--- src/rtl/axis_byte_packer.sv ---
// Packs an AXI-Stream byte stream into M_BYTES-wide words, lane 0 first.
// A word completes on its last lane or on tlast and is held in a single output register.
module axis_byte_packer #(
  parameter int M_BYTES = 4
) (
  input  logic                   clk,
  input  logic                   rst,
  input  logic [7:0]             s_axis_tdata,
  input  logic                   s_axis_tvalid,
  output logic                   s_axis_tready,
  input  logic                   s_axis_tlast,
  output logic [8*M_BYTES-1:0]   m_axis_tdata,
  output logic [M_BYTES-1:0]     m_axis_tkeep,
  output logic                   m_axis_tvalid,
  input  logic                   m_axis_tready,
  output logic                   m_axis_tlast
);

  localparam int LANE_W = $clog2(M_BYTES);
  localparam logic [LANE_W-1:0] LAST_LANE = LANE_W'(M_BYTES - 1);

  logic [LANE_W-1:0]    lane_p0;
  logic [8*M_BYTES-1:0] acc_p0;
  logic [8*M_BYTES-1:0] word;
  logic [M_BYTES-1:0]   keep;
  logic                 accept;
  logic                 complete;

  // Output register can take a new word whenever it is empty or being drained this cycle.
  assign s_axis_tready = !m_axis_tvalid || m_axis_tready;
  assign accept        = s_axis_tvalid && s_axis_tready;
  assign complete      = accept && (s_axis_tlast || (lane_p0 == LAST_LANE));

  // Lanes above the current one are always zero in the accumulator, so merging is a plain overwrite.
  always_comb begin
    word = acc_p0;
    keep = '0;
    for (int i = 0; i < M_BYTES; i++) begin
      if (LANE_W'(i) == lane_p0) word[8*i +: 8] = s_axis_tdata;
      if (LANE_W'(i) <= lane_p0) keep[i] = 1'b1;
    end
  end

  // Stage boundary: accumulator/lane counter feed the output register.
  always_ff @(posedge clk or posedge rst) begin
    if (rst) begin
      lane_p0       <= '0;
      acc_p0        <= '0;
      m_axis_tdata  <= '0;
      m_axis_tkeep  <= '0;
      m_axis_tlast  <= 1'b0;
      m_axis_tvalid <= 1'b0;
    end else begin
      if (m_axis_tvalid && m_axis_tready) m_axis_tvalid <= 1'b0;
      if (accept) begin
        if (complete) begin
          m_axis_tdata  <= word;
          m_axis_tkeep  <= keep;
          m_axis_tlast  <= s_axis_tlast;
          m_axis_tvalid <= 1'b1;
          lane_p0       <= '0;
          acc_p0        <= '0;
        end else begin
          acc_p0  <= word;
          lane_p0 <= lane_p0 + LANE_W'(1);
        end
      end
    end
  end

endmodule

--- config.mk ---
export PLATFORM = sky130hd
export DESIGN_NAME = axis_byte_packer
export DESIGN_NICKNAME = d
export VERILOG_FILES = /design/src/rtl/axis_byte_packer.sv
export SDC_FILE = /design/constraint.sdc
export NUM_CORES = 1
export LEC_CHECK = 0
export CAP_MARGIN = 15
export CORE_MARGIN = 1.5
export CORE_UTILIZATION = 46
export CTS_CLUSTER_SIZE = 30
export DETAILED_ROUTE_END_ITERATION = 10
export GPL_TIMING_DRIVEN = 0
export MAX_ROUTING_LAYER = met4
export PLACE_DENSITY = 0.7
export SLEW_MARGIN = 20
export SYNTH_ARGS = -nofsm -noshare
export SYNTH_HDL_FRONTEND = slang
export SYNTH_SLANG_ARGS = --single-unit
--- constraint.sdc ---
create_clock -name clk -period 3.3 [get_ports clk]
set_clock_uncertainty 0.15 [all_clocks]
set_input_delay 0.66 -clock clk [delete_from_list [all_inputs] [get_ports clk]]
set_output_delay 0.66 -clock clk [all_outputs]
set_load 0.01 [all_outputs]
# == Word level (Yosys, flattened, before mapping) ==
# Cells that the tools add are included.
# totals
ff_bits,72
out_inout_bits,39
# classes
add_sub_neg,1
order_cmp,4
n_eq_ne,4
mux,13
reduce_logical,8
# op_table
op,count
two-way mux 32 bit,1
two-way mux 8 bit,4
two-way mux 1 bit,7
"== test 2 bit, first input constant",2
"less-or-equal comparator 1 x 2 -> 1 bit, first input constant",2
"less-or-equal comparator 2 bit, first input constant",2
logical AND 1 bit,3
"adder 2 x 1 -> 2 bit, second input constant",1
"== test 1 x 2 -> 1 bit, first input constant",1
"== test 2 bit, second input constant",1
logical NOT 2 bit,1
logical OR 1 bit,2
two-way mux 2 bit,1
AND reduction 2 bit,1
logical NOT 1 bit,1

# == Longest topological paths before layout ==
# Gate-level depths: netlist (run 1).
# logic_depth
depth_word,6
mapped_depth,6
depth_no_buf,4

# == Least setup slack after synthesis (run 1) ==
# OpenSTA, ideal clock, no wires.
# synth_timing
path_type,input port to output port
start,input m_axis_tready
end,output s_axis_tready
arrival_ns,1.219
t_required_ns,2.490
setup_slack_ns,1.271
cell_stages,3
cell_sequence,and2b_2 > inv_2 > buf_2
# synth_via
elab_chain_len,1
# synth_lines
item,line,source
from (decl),15,"input logic m_axis_tready,"
logical OR 1 bit,30,assign s_axis_tready = !m_axis_tvalid || m_axis_tready;
to (decl),10,"output logic s_axis_tready,"
# No other way between the ends.

# == Worst setup path in the final report (run 1) ==
# Ends and elaborated chain as after synthesis.

==> results of run 1 <==
==> power breakdown <==
part	total, mW	internal (mW)	switching (mW)
combinational	0.794	0.469	0.325
clock	0.928	0.600	0.328
sequential	1.17	1.06	0.101
==> registers in the layout, indices dropped and copies added, names as in the netlist <==
name           count
m_axis_tvalid      1
acc_p0            32
m_axis_tkeep       4
m_axis_tdata      32
m_axis_tlast       1
lane_p0            2
==> cells in the final DEF, fill, tap and decap left out <==
| cell type | instances |
|---|---|
| nand2b_1 | 2 |
| buf_6 | 3 |
| inv_2 | 1 |
| buf_4 | 2 |
| and2b_2 | 1 |
| nand4_1 | 2 |
| buf_16 | 1 |
| bufinv_16 | 4 |
| and2_1 | 9 |
| o311ai_2 | 3 |
| clkdlybuf4s50_1 | 50 |
| clkbuf_1 | 3 |
| nand2_1 | 1 |
| nand3_1 | 2 |
| mux2i_1 | 2 |
| buf_1 | 1 |
| inv_4 | 1 |
| clkinvlp_4 | 1 |
| dfrtp_1 | 72 |
| mux2_1 | 32 |
| mux2_2 | 32 |
| nand3b_4 | 1 |
| o21ai_1 | 2 |
| clkbuf_8 | 10 |
| buf_2 | 3 |
| a22o_1 | 26 |
| inv_1 | 4 |
| nor4b_4 | 3 |
| ha_1 | 5 |
| nor2_1 | 2 |
==> kinds of logic after synthesis <==
logic type                 Yosys count  synth area share (%)
DFF                                 72                  56.4
muxes                               66                  23.2
adders and majority gates            5                  1.96
and+or+nand+nor                     23                  6.35
AOI/OAI and AO/OA                   31                  8.98
buffers and inverters               17                  3.06
==> worst max path at each step <==
| stage | startpoint | endpoint | slack (ns) |
|---|---|---|---|
| floorplan | rst | acc_p0[0]$_DFFE_PP0P_ | 0.67 |
| global placement | rst | m_axis_tkeep[0]$_DFFE_PP0P_ | -0.56 |
| detailed placement | m_axis_tready | s_axis_tready | 0.19 |
| CTS | m_axis_tready | s_axis_tready | 0.19 |
| global route | m_axis_tready | s_axis_tready | 0.14 |
| finish | m_axis_tready | s_axis_tready | 0.20 |
==> final cells by class <==
type	count	area (um2)	area share, %
buffer	11	75.1	1.83
clock buffer	11	141	3.46
clock inverter	5	128	3.12
inverter	6	25.0	0.612
multi-input combinational	125	1290	31.6
sequential	72	1800	44.0
tap	80	100	2.45
timing repair buffer	51	528	12.9
==> layer usage <==
layer | vias to the layer above | part of all wire (%) | track usage [%]
li1 | 907 | - | -
met1 | 1027 | 50 | 27.4
met2 | 44 | 45 | 28.3
met3 | 8 | 3.9 | 3.90
met4 | 0 | 1.5 | 7.48
met5 | - | 0 | -
==> through the flow <==
step / worst slack [ns] / power (mW) / util, % / setup TNS [ns] / area [um2]
CTS: 0.191 / 2.91 / 60.6 / 0 / 4090
global placement: -0.562 / 1.97 / 56.1 / -40.23 / 3790
global route: 0.137 / 3.03 / 60.6 / 0 / 4090
floorplan: 0.665 / 1.60 / - / 0 / 3190
detailed placement: 0.192 / 1.98 / 56.6 / 0 / 3820
finish: 0.197 / 2.89 / 60.6 / 0 / 4090
==> results.sh, run 1 <==
export IMPL_drc=0
export IMPL_place_congestion=0.701
export IMPL_crit_buf_inv=4
export IMPL_drt_initial_drc_count=102
export IMPL_synth_area_leader_cell="dfrtp_1"
export IMPL_diodes=0
export IMPL_ir_worst_vdd_mv=0.355
export IMPL_clock_root_buffer="clkbuf_8"
export IMPL_cp_cell_sequence="clkdlybuf4s50_1, and2b_2, inv_2, buf_2, clkdlybuf4s50_1"
export IMPL_synth_top_area_share_pct=56.4
export IMPL_status="finished clean"
export IMPL_grt_max_degree=47
export IMPL_cts_resized=0
export IMPL_cts_sinks=72
export IMPL_die_width_um=86.3
export IMPL_cp_max_fo=10
export IMPL_r2r_cells=5
export IMPL_routedWlPerCell_um=17.3
export IMPL_initial_core_util_pct=47.2
export IMPL_hold_ws_ns=0.318
export IMPL_min_from="m_axis_tkeep[0]$_DFFE_PP0P_"
export IMPL_cp_data_arrival_time_ns=2.29
export IMPL_synthesis_area_um2=3190
export IMPL_worst_path_stages=5
export IMPL_htreeDepth=3
export IMPL_post_cts_buffers=0
export IMPL_grtUsageTotal_pct=19.6
export IMPL_synthDistinctLibCells=24
export IMPL_hold_buffers=0
export IMPL_p_leak_nw=1.93
export IMPL_wirelength_mm=6.23
export IMPL_max_cap_violations=0
export IMPL_final_hold_viol_count=0
export IMPL_worst_path_max_delay_cell="clkdlybuf4s50_1"
export IMPL_hold_path_depth=1
export IMPL_first_global_vias=2060
export IMPL_synth_area_per_cell_um2=14.9
export IMPL_crit_family="buffers and inverters"
export IMPL_reg2reg_from="lane_p0[0]$_DFFE_PP0P_"
export IMPL_postSynth_asyncResetShare_pct=100
export IMPL_die_h_um=86.3
export IMPL_synthFlopType="dfrtp_1"
export IMPL_stdcell_count=361
export IMPL_cts_buffers=9
export IMPL_worst_pin_slew_ns=0.666
export IMPL_rsz0062_at_grt="no"
export IMPL_placedCellCount=345
export IMPL_ys_warn_count=0
export IMPL_vias=1986
export IMPL_io_buffers=50
export IMPL_setup_violations=0
export IMPL_ys_seq_area_share_pct=56.4
export IMPL_dr_pass1_iters=4
export IMPL_netlist_top_cells_count="72 x dfrtp_1, 32 x mux2_1, 32 x mux2_2"
export IMPL_ant_nets=0
export IMPL_ys_top_cells_by_area="dfrtp_1 56%, mux2_1 11%, mux2_2 11%, a22o_1 7.1%, nor4b_4 2.2%"
export IMPL_row_count=30
export IMPL_finalNetCount=294
export IMPL_yosys_cell_count_top_type="dfrtp_1"
export IMPL_required_ns=2.49
export IMPL_cts_path_max_buffers=2
export IMPL_hpwl_mm=4.14
export IMPL_routed_via_density=5.50
export IMPL_fill_cells=557
export IMPL_regToRegEndpoint="acc_p0[21]$_DFFE_PP0P_"
export IMPL_synth_edff_count=0
export IMPL_cts_tree="built"
export IMPL_path_class="in2out"
export IMPL_area_growth_synth_to_final_pct=28.2
export IMPL_critPathMostFrequentCell="clkdlybuf4s50_1"
export IMPL_max_freq_mhz=322
export IMPL_power_density_nw_per_um2=706
export IMPL_critPathLaunchType="input port"
export IMPL_holdPathEnd="m_axis_tkeep[0]$_DFFE_PP0P_"
export IMPL_dieArea_um2=7450
export IMPL_drv_slew=0
export IMPL_regToRegSetupSlack_ns=1.08
export IMPL_finalCritPeriodShare_pct=94.0
export IMPL_overflow=0
export IMPL_ys_ff_latch=72
export IMPL_io_pins=52
export IMPL_antenna_found_initial=0
export IMPL_drive_gt1_share_pct=23.5
export IMPL_grt_pass1_wl_mm=10.7
export IMPL_fp_coreArea_um2=6760
export IMPL_synthCells=214
export IMPL_finalCriticalPeriod_ns=3.10
export IMPL_worst_skew_pair_late_latency_ns=0.34
export IMPL_worstSetupEndpointType="primary output"
export IMPL_clk_pin_slew_worst_paths_ns=0.07
export IMPL_synth_nets=232
export IMPL_relSlewSlack_pct=55.5
export IMPL_crit_path_max_incr_delay_ns=0.57
export IMPL_hp_class="reg2reg"
(Power assumes the default switching activity.)
==> inputs of run 2 (changes only) <==
CORE_UTILIZATION = 50   (was 46)
PLACE_DENSITY = 0.75   (was 0.7)
RECOVER_POWER = 25   (was unset)
==> run 2 against run 1 <==
Net effect: flip-flop and latch count did not move; critical endpoint unchanged; fmax barely moved; cell count fell by 1.7%; via count fell by 0.10%; sequential power barely moved; routed wire length fell by 0.99%.
==> results.sh, run 2 (synthesis gave the netlist of run 1 again) <==
export IMPL_finalCriticalPeriod_ns=3.10
export IMPL_final_hold_viol_count=0
export IMPL_row_count=28
export IMPL_io_buffers=50
export IMPL_grt_max_degree=52
export IMPL_hpwl_mm=4.24
export IMPL_io_pins=52
export IMPL_cts_path_max_buffers=2
export IMPL_cp_max_fo=10
export IMPL_top_regs="acc_p0 (32), m_axis_tdata (32), m_axis_tkeep (4)"
export IMPL_dieArea_um2=6870
export IMPL_cp_data_arrival_time_ns=2.29
export IMPL_drv_slew=0
export IMPL_post_cts_buffers=0
export IMPL_antenna_found_initial=0
export IMPL_cts_resized=0
export IMPL_finalCritPeriodShare_pct=94.1
export IMPL_relSlewSlack_pct=18.6
export IMPL_clock_root_buffer="clkbuf_8"
export IMPL_dr_pass1_iters=5
export IMPL_worst_skew_pair_late_latency_ns=0.34
export IMPL_place_congestion=0.711
export IMPL_drc=0
export IMPL_path_class="in2out"
export IMPL_r2r_cells=5
export IMPL_finalNetCount=294
export IMPL_grt_pass1_wl_mm=10.6
export IMPL_initial_core_util_pct=53.0
export IMPL_hp_class="reg2reg"
export IMPL_worst_pin_slew_ns=1.22
export IMPL_hold_buffers=0
export IMPL_regToRegEndpoint="acc_p0[10]$_DFFE_PP0P_"
export IMPL_critPathLaunchType="input port"
export IMPL_reg2reg_from="lane_p0[1]$_DFFE_PP0P_"
export IMPL_cts_tree="built"
export IMPL_drt_initial_drc_count=90
export IMPL_max_cap_violations=0
export IMPL_fp_coreArea_um2=6030
export IMPL_p_leak_nw=1.89
export IMPL_die_h_um=82.9
export IMPL_regToRegSetupSlack_ns=1.06
export IMPL_cts_sinks=72
export IMPL_routed_via_density=5.59
export IMPL_ant_nets=0
export IMPL_required_ns=2.49
export IMPL_fill_cells=467
export IMPL_rsz0062_at_grt="no"
export IMPL_crit_path_end="s_axis_tready"
export IMPL_status="finished clean"
export IMPL_final_common_cell="dfrtp_1"
export IMPL_htreeDepth=3
export IMPL_power_mw=2.68
export IMPL_startpoint="m_axis_tready"
export IMPL_clk_pin_slew_worst_paths_ns=0.07
export IMPL_setup_violations=0
export IMPL_area_growth_synth_to_final_pct=25.2
export IMPL_grtUsageTotal_pct=20.0
export IMPL_cts_buffers=9
export IMPL_diodes=0
export IMPL_routedWlPerCell_um=17.4
export IMPL_ir_worst_vdd_mv=0.386
export IMPL_final_cell_mix="72 x dfrtp_1, 49 x clkdlybuf4s50_1, 32 x mux2_2, 32 x mux2_1, 26 x a22o_1"
export IMPL_power_density_nw_per_um2=671
export IMPL_overflow=0
export IMPL_placedCellCount=340
export IMPL_wirelength_mm=6.17
export IMPL_die_width_um=82.9
export IMPL_first_global_vias=2015
export IMPL_worstSetupEndpointType="primary output"
export IMPL_max_freq_mhz=322
export IMPL_vias=1984
export IMPL_stdcell_count=355
export IMPL_drive_gt1_share_pct=23.6
## run 2: how the worst min path moves through the flow
stage                                 from                          end  slack, ns  cells after the start
3_3_place_gp   m_axis_tkeep[0]$_DFFE_PP0P_  m_axis_tkeep[0]$_DFFE_PP0P_       0.30                      1
4_1_cts        m_axis_tkeep[0]$_DFFE_PP0P_  m_axis_tkeep[0]$_DFFE_PP0P_       0.32                      1
3_5_place_dp   m_axis_tkeep[0]$_DFFE_PP0P_  m_axis_tkeep[0]$_DFFE_PP0P_       0.30                      1
6_report       m_axis_tkeep[0]$_DFFE_PP0P_  m_axis_tkeep[0]$_DFFE_PP0P_       0.32                      1
5_1_grt             acc_p0[30]$_DFFE_PP0P_       acc_p0[30]$_DFFE_PP0P_       0.35                      1
2_1_floorplan       acc_p0[24]$_DFFE_PP0P_       acc_p0[24]$_DFFE_PP0P_       0.30                      1
## run 2: power by group
part           total, mW  internal [mW]  switching (mW)
logic              0.794          0.467           0.327
clock network      0.726          0.405           0.321
registers           1.16           1.06          0.0968
## run 2: area by class of cell
type / instances / area, um2 / area share [%]
Timing Repair Buffer: 51 / 505 / 12.6
Buffer: 11 / 75.1 / 1.88
Inverter: 6 / 23.8 / 0.595
Tap cell: 75 / 93.8 / 2.35
Sequential cell: 72 / 1800 / 45.1
Clock buffer: 12 / 165 / 4.13
Clock inverter: 3 / 40.0 / 1.00
Multi-Input combinational cell: 125 / 1290 / 32.3
## run 2: critical path, cell delays in order
cell	delay [ns]
clkdlybuf4s50_1	0.45
and2b_2	0.28
inv_2	0.10
buf_2	0.23
clkdlybuf4s50_1	0.58
## run 2: stage by stage
| step | util [%] | instance area (um2) | TNS (ns) | hold slack, ns | setup WS [ns] |
|---|---|---|---|---|---|
| final | 66.3 | 4000 | 0 | 0.316 | 0.195 |
| after global routing | 66.3 | 4000 | 0 | 0.352 | 0.0873 |
| after CTS | 66.7 | 4020 | 0 | 0.322 | 0.191 |
| after detailed placement | 63.3 | 3820 | 0 | 0.301 | 0.194 |
| after global placement | 62.8 | 3790 | -39.28 | 0.299 | -0.549 |
| after floorplan | - | 3190 | 0 | 0.299 | 0.665 |
## run 2: metal layers
metal	GRT usage, %	part of all wire [%]	wire length (um)
met2	29.0	45	2800
met4	7.73	1.8	108
met1	28.1	49	3020
met3	3.58	4.0	247
met5	-	0	0
==> inputs of run 3 (changes only) <==
CAP_MARGIN = 20   (was 15)
SLEW_MARGIN = unset   (was 20)
==> run 3 against run 2 <==
Net effect: global-route usage grew 0.18 points; sequential power hardly changed; via count down 1.3%.
==> results.sh, run 3 (synthesis gave the netlist of run 1 again) <==
export IMPL_fp_coreArea_um2=6030
export IMPL_cts_resized=0
export IMPL_critPathLaunchType="input port"
export IMPL_area_growth_synth_to_final_pct=25.0
export IMPL_max_freq_mhz=321
export IMPL_wirelength_mm=6.31
export IMPL_grtUsageTotal_pct=20.2
export IMPL_htreeDepth=3
export IMPL_finalCritPeriodShare_pct=94.4
export IMPL_drt_initial_drc_count=70
export IMPL_diodes=0
export IMPL_power_mw=2.68
export IMPL_dr_pass1_iters=4
export IMPL_place_congestion=0.711
export IMPL_relSlewSlack_pct=2.24
export IMPL_cts_path_max_buffers=2
export IMPL_rsz0062_at_grt="no"
export IMPL_io_buffers=50
export IMPL_drive_gt1_share_pct=23.3
export IMPL_drv_slew=0
export IMPL_io_pins=52
export IMPL_cts_tree="built"
export IMPL_max_cap_violations=0
export IMPL_placedCellCount=339
export IMPL_status="finished clean"
export IMPL_gr_usage_met2_pct=29.7
export IMPL_grtUsageMet1_pct=27.9
export IMPL_crit_buf_inv=4
export IMPL_crit_family="buffers and inverters"
export IMPL_final_cell_mix="72 x dfrtp_1, 49 x clkdlybuf4s50_1, 32 x mux2_2, 32 x mux2_1, 26 x a22o_1"
export IMPL_worst_skew_pair_late_latency_ns=0.34
export IMPL_hp_class="reg2reg"
export IMPL_final_common_cell="dfrtp_1"
export IMPL_pwr_share_seq_pct=43.3
export IMPL_cp_cell_sequence="clkdlybuf4s50_1, and2b_2, inv_2, buf_2, clkdlybuf4s50_1"
export IMPL_power_frac_clock_pct=26.9
export IMPL_ir_worst_vdd_mv=0.423
export IMPL_antenna_found_initial=0
export IMPL_p_comb_share_pct=29.7
export IMPL_routed_via_density=5.53
export IMPL_worst_path_max_delay_cell="clkdlybuf4s50_1"
export IMPL_top_regs="acc_p0 (32), m_axis_tdata (32), m_axis_tkeep (4)"
export IMPL_grt_pass1_wl_mm=10.6
export IMPL_row_count=28
export IMPL_die_h_um=82.9
export IMPL_clock_root_buffer="clkbuf_8"
export IMPL_ant_nets=0
export IMPL_finalNetCount=293
export IMPL_cts_sinks=72
export IMPL_fill_cells=469
export IMPL_worstSetupEndpointType="primary output"
export IMPL_grt_max_degree=73
export IMPL_swShare_pct=27.9
export IMPL_finalCriticalPeriod_ns=3.11
export IMPL_p_leak_nw=1.89
export IMPL_grt_most_used_layer="met2"
export IMPL_first_global_vias=2020
export IMPL_routedWlPerCell_um=17.8
export IMPL_overflow=0
export IMPL_clk_pin_slew_worst_paths_ns=0.07
export IMPL_power_density_nw_per_um2=672
export IMPL_cp_data_arrival_time_ns=2.30
export IMPL_required_ns=2.49
export IMPL_post_cts_buffers=0
export IMPL_setup_violations=0
export IMPL_cts_buffers=9
export IMPL_hold_buffers=0
export IMPL_cp_max_fo=10
export IMPL_die_width_um=82.9
export IMPL_postLayoutCoreUtil_pct=66.2
export IMPL_worst_pin_slew_ns=1.47
export IMPL_vias=1959
export IMPL_stdcell_count=354
export IMPL_drc=0
export IMPL_critPathMostFrequentCell="clkdlybuf4s50_1"
export IMPL_switchingPower_uw=747
export IMPL_initial_core_util_pct=53.0
export IMPL_intPower_mw=1.94
export IMPL_hpwl_mm=4.12
export IMPL_final_hold_viol_count=0
export IMPL_path_class="in2out"
export IMPL_hold_ws_ns=0.319
export IMPL_dieArea_um2=6870
export IMPL_grt_met3_usage_pct=5.27
export IMPL_crit_path_max_incr_delay_ns=0.57
[run 3: cell types whose count changed in the layout (fill, tap and decap cells not counted)]
cell	delta
clkinvlp_2	-1
clkbuf_2	-1
inv_2	+1
[run 3: layout make-up]
type | count | area (um2) | share of cell area (%)
sequential | 72 | 1800 | 45.1
multi-input combinational | 125 | 1290 | 32.4
timing repair buffer | 50 | 500 | 12.5
clock buffer | 12 | 165 | 4.14
tap | 75 | 93.8 | 2.35
buffer | 11 | 75.1 | 1.88
clock inverter | 3 | 40.0 | 1.00
inverter | 6 | 22.5 | 0.564
[run 3: power by group through the flow]
stage	clock network, mW	registers [mW]	logic [mW]
floorplan	0	1.23	0.371
global placement	0	1.17	0.787
detailed placement	0	1.18	0.803
CTS	0.739	1.17	0.811
global route	0.780	1.19	0.855
finish	0.723	1.16	0.798
[run 3: metrics by stage]
stage,instance area (um2),setup WS [ns],setup TNS [ns]
finish,3990,0.186,0
global route,3990,0.129,0
CTS,3990,0.181,0
detailed placement,3790,0.181,0
global placement,3790,-0.549,-39.28
floorplan,3190,0.665,0
[run 3: worst register-to-register path, cell delays in order (launching register included)]
cell and delay (ns):
dfrtp_1 0.43, inv_1 0.14, ha_1 0.16, buf_1 0.51, nor4b_4 0.57, a22o_1 0.23
[run 3: worst paths after layout]
check | to | start | slack, ns | cells past startpoint
worst max register to register | acc_p0[15]$_DFFE_PP0P_ | lane_p0[1]$_DFFE_PP0P_ | 1.05 | 5
min in group asynchronous | m_axis_tdata[0]$_DFFE_PP0P_ | rst | 1.04 | 2
worst min register to register | m_axis_tkeep[0]$_DFFE_PP0P_ | m_axis_tkeep[0]$_DFFE_PP0P_ | 0.32 | 1
max in group asynchronous | acc_p0[20]$_DFFE_PP0P_ | rst | 1.07 | 2
worst min-delay path | m_axis_tkeep[0]$_DFFE_PP0P_ | m_axis_tkeep[0]$_DFFE_PP0P_ | 0.32 | 1
worst max-delay path | s_axis_tready | m_axis_tready | 0.19 | 5
[run 3: layer usage]
| layer | up-vias | part of all wire [%] |
|---|---|---|
| met5 | - | 0 |
| met4 | 0 | 0.90 |
| met3 | 6 | 4.2 |
| met2 | 54 | 45 |
| met1 | 1000 | 50 |
| li1 | 899 | - |
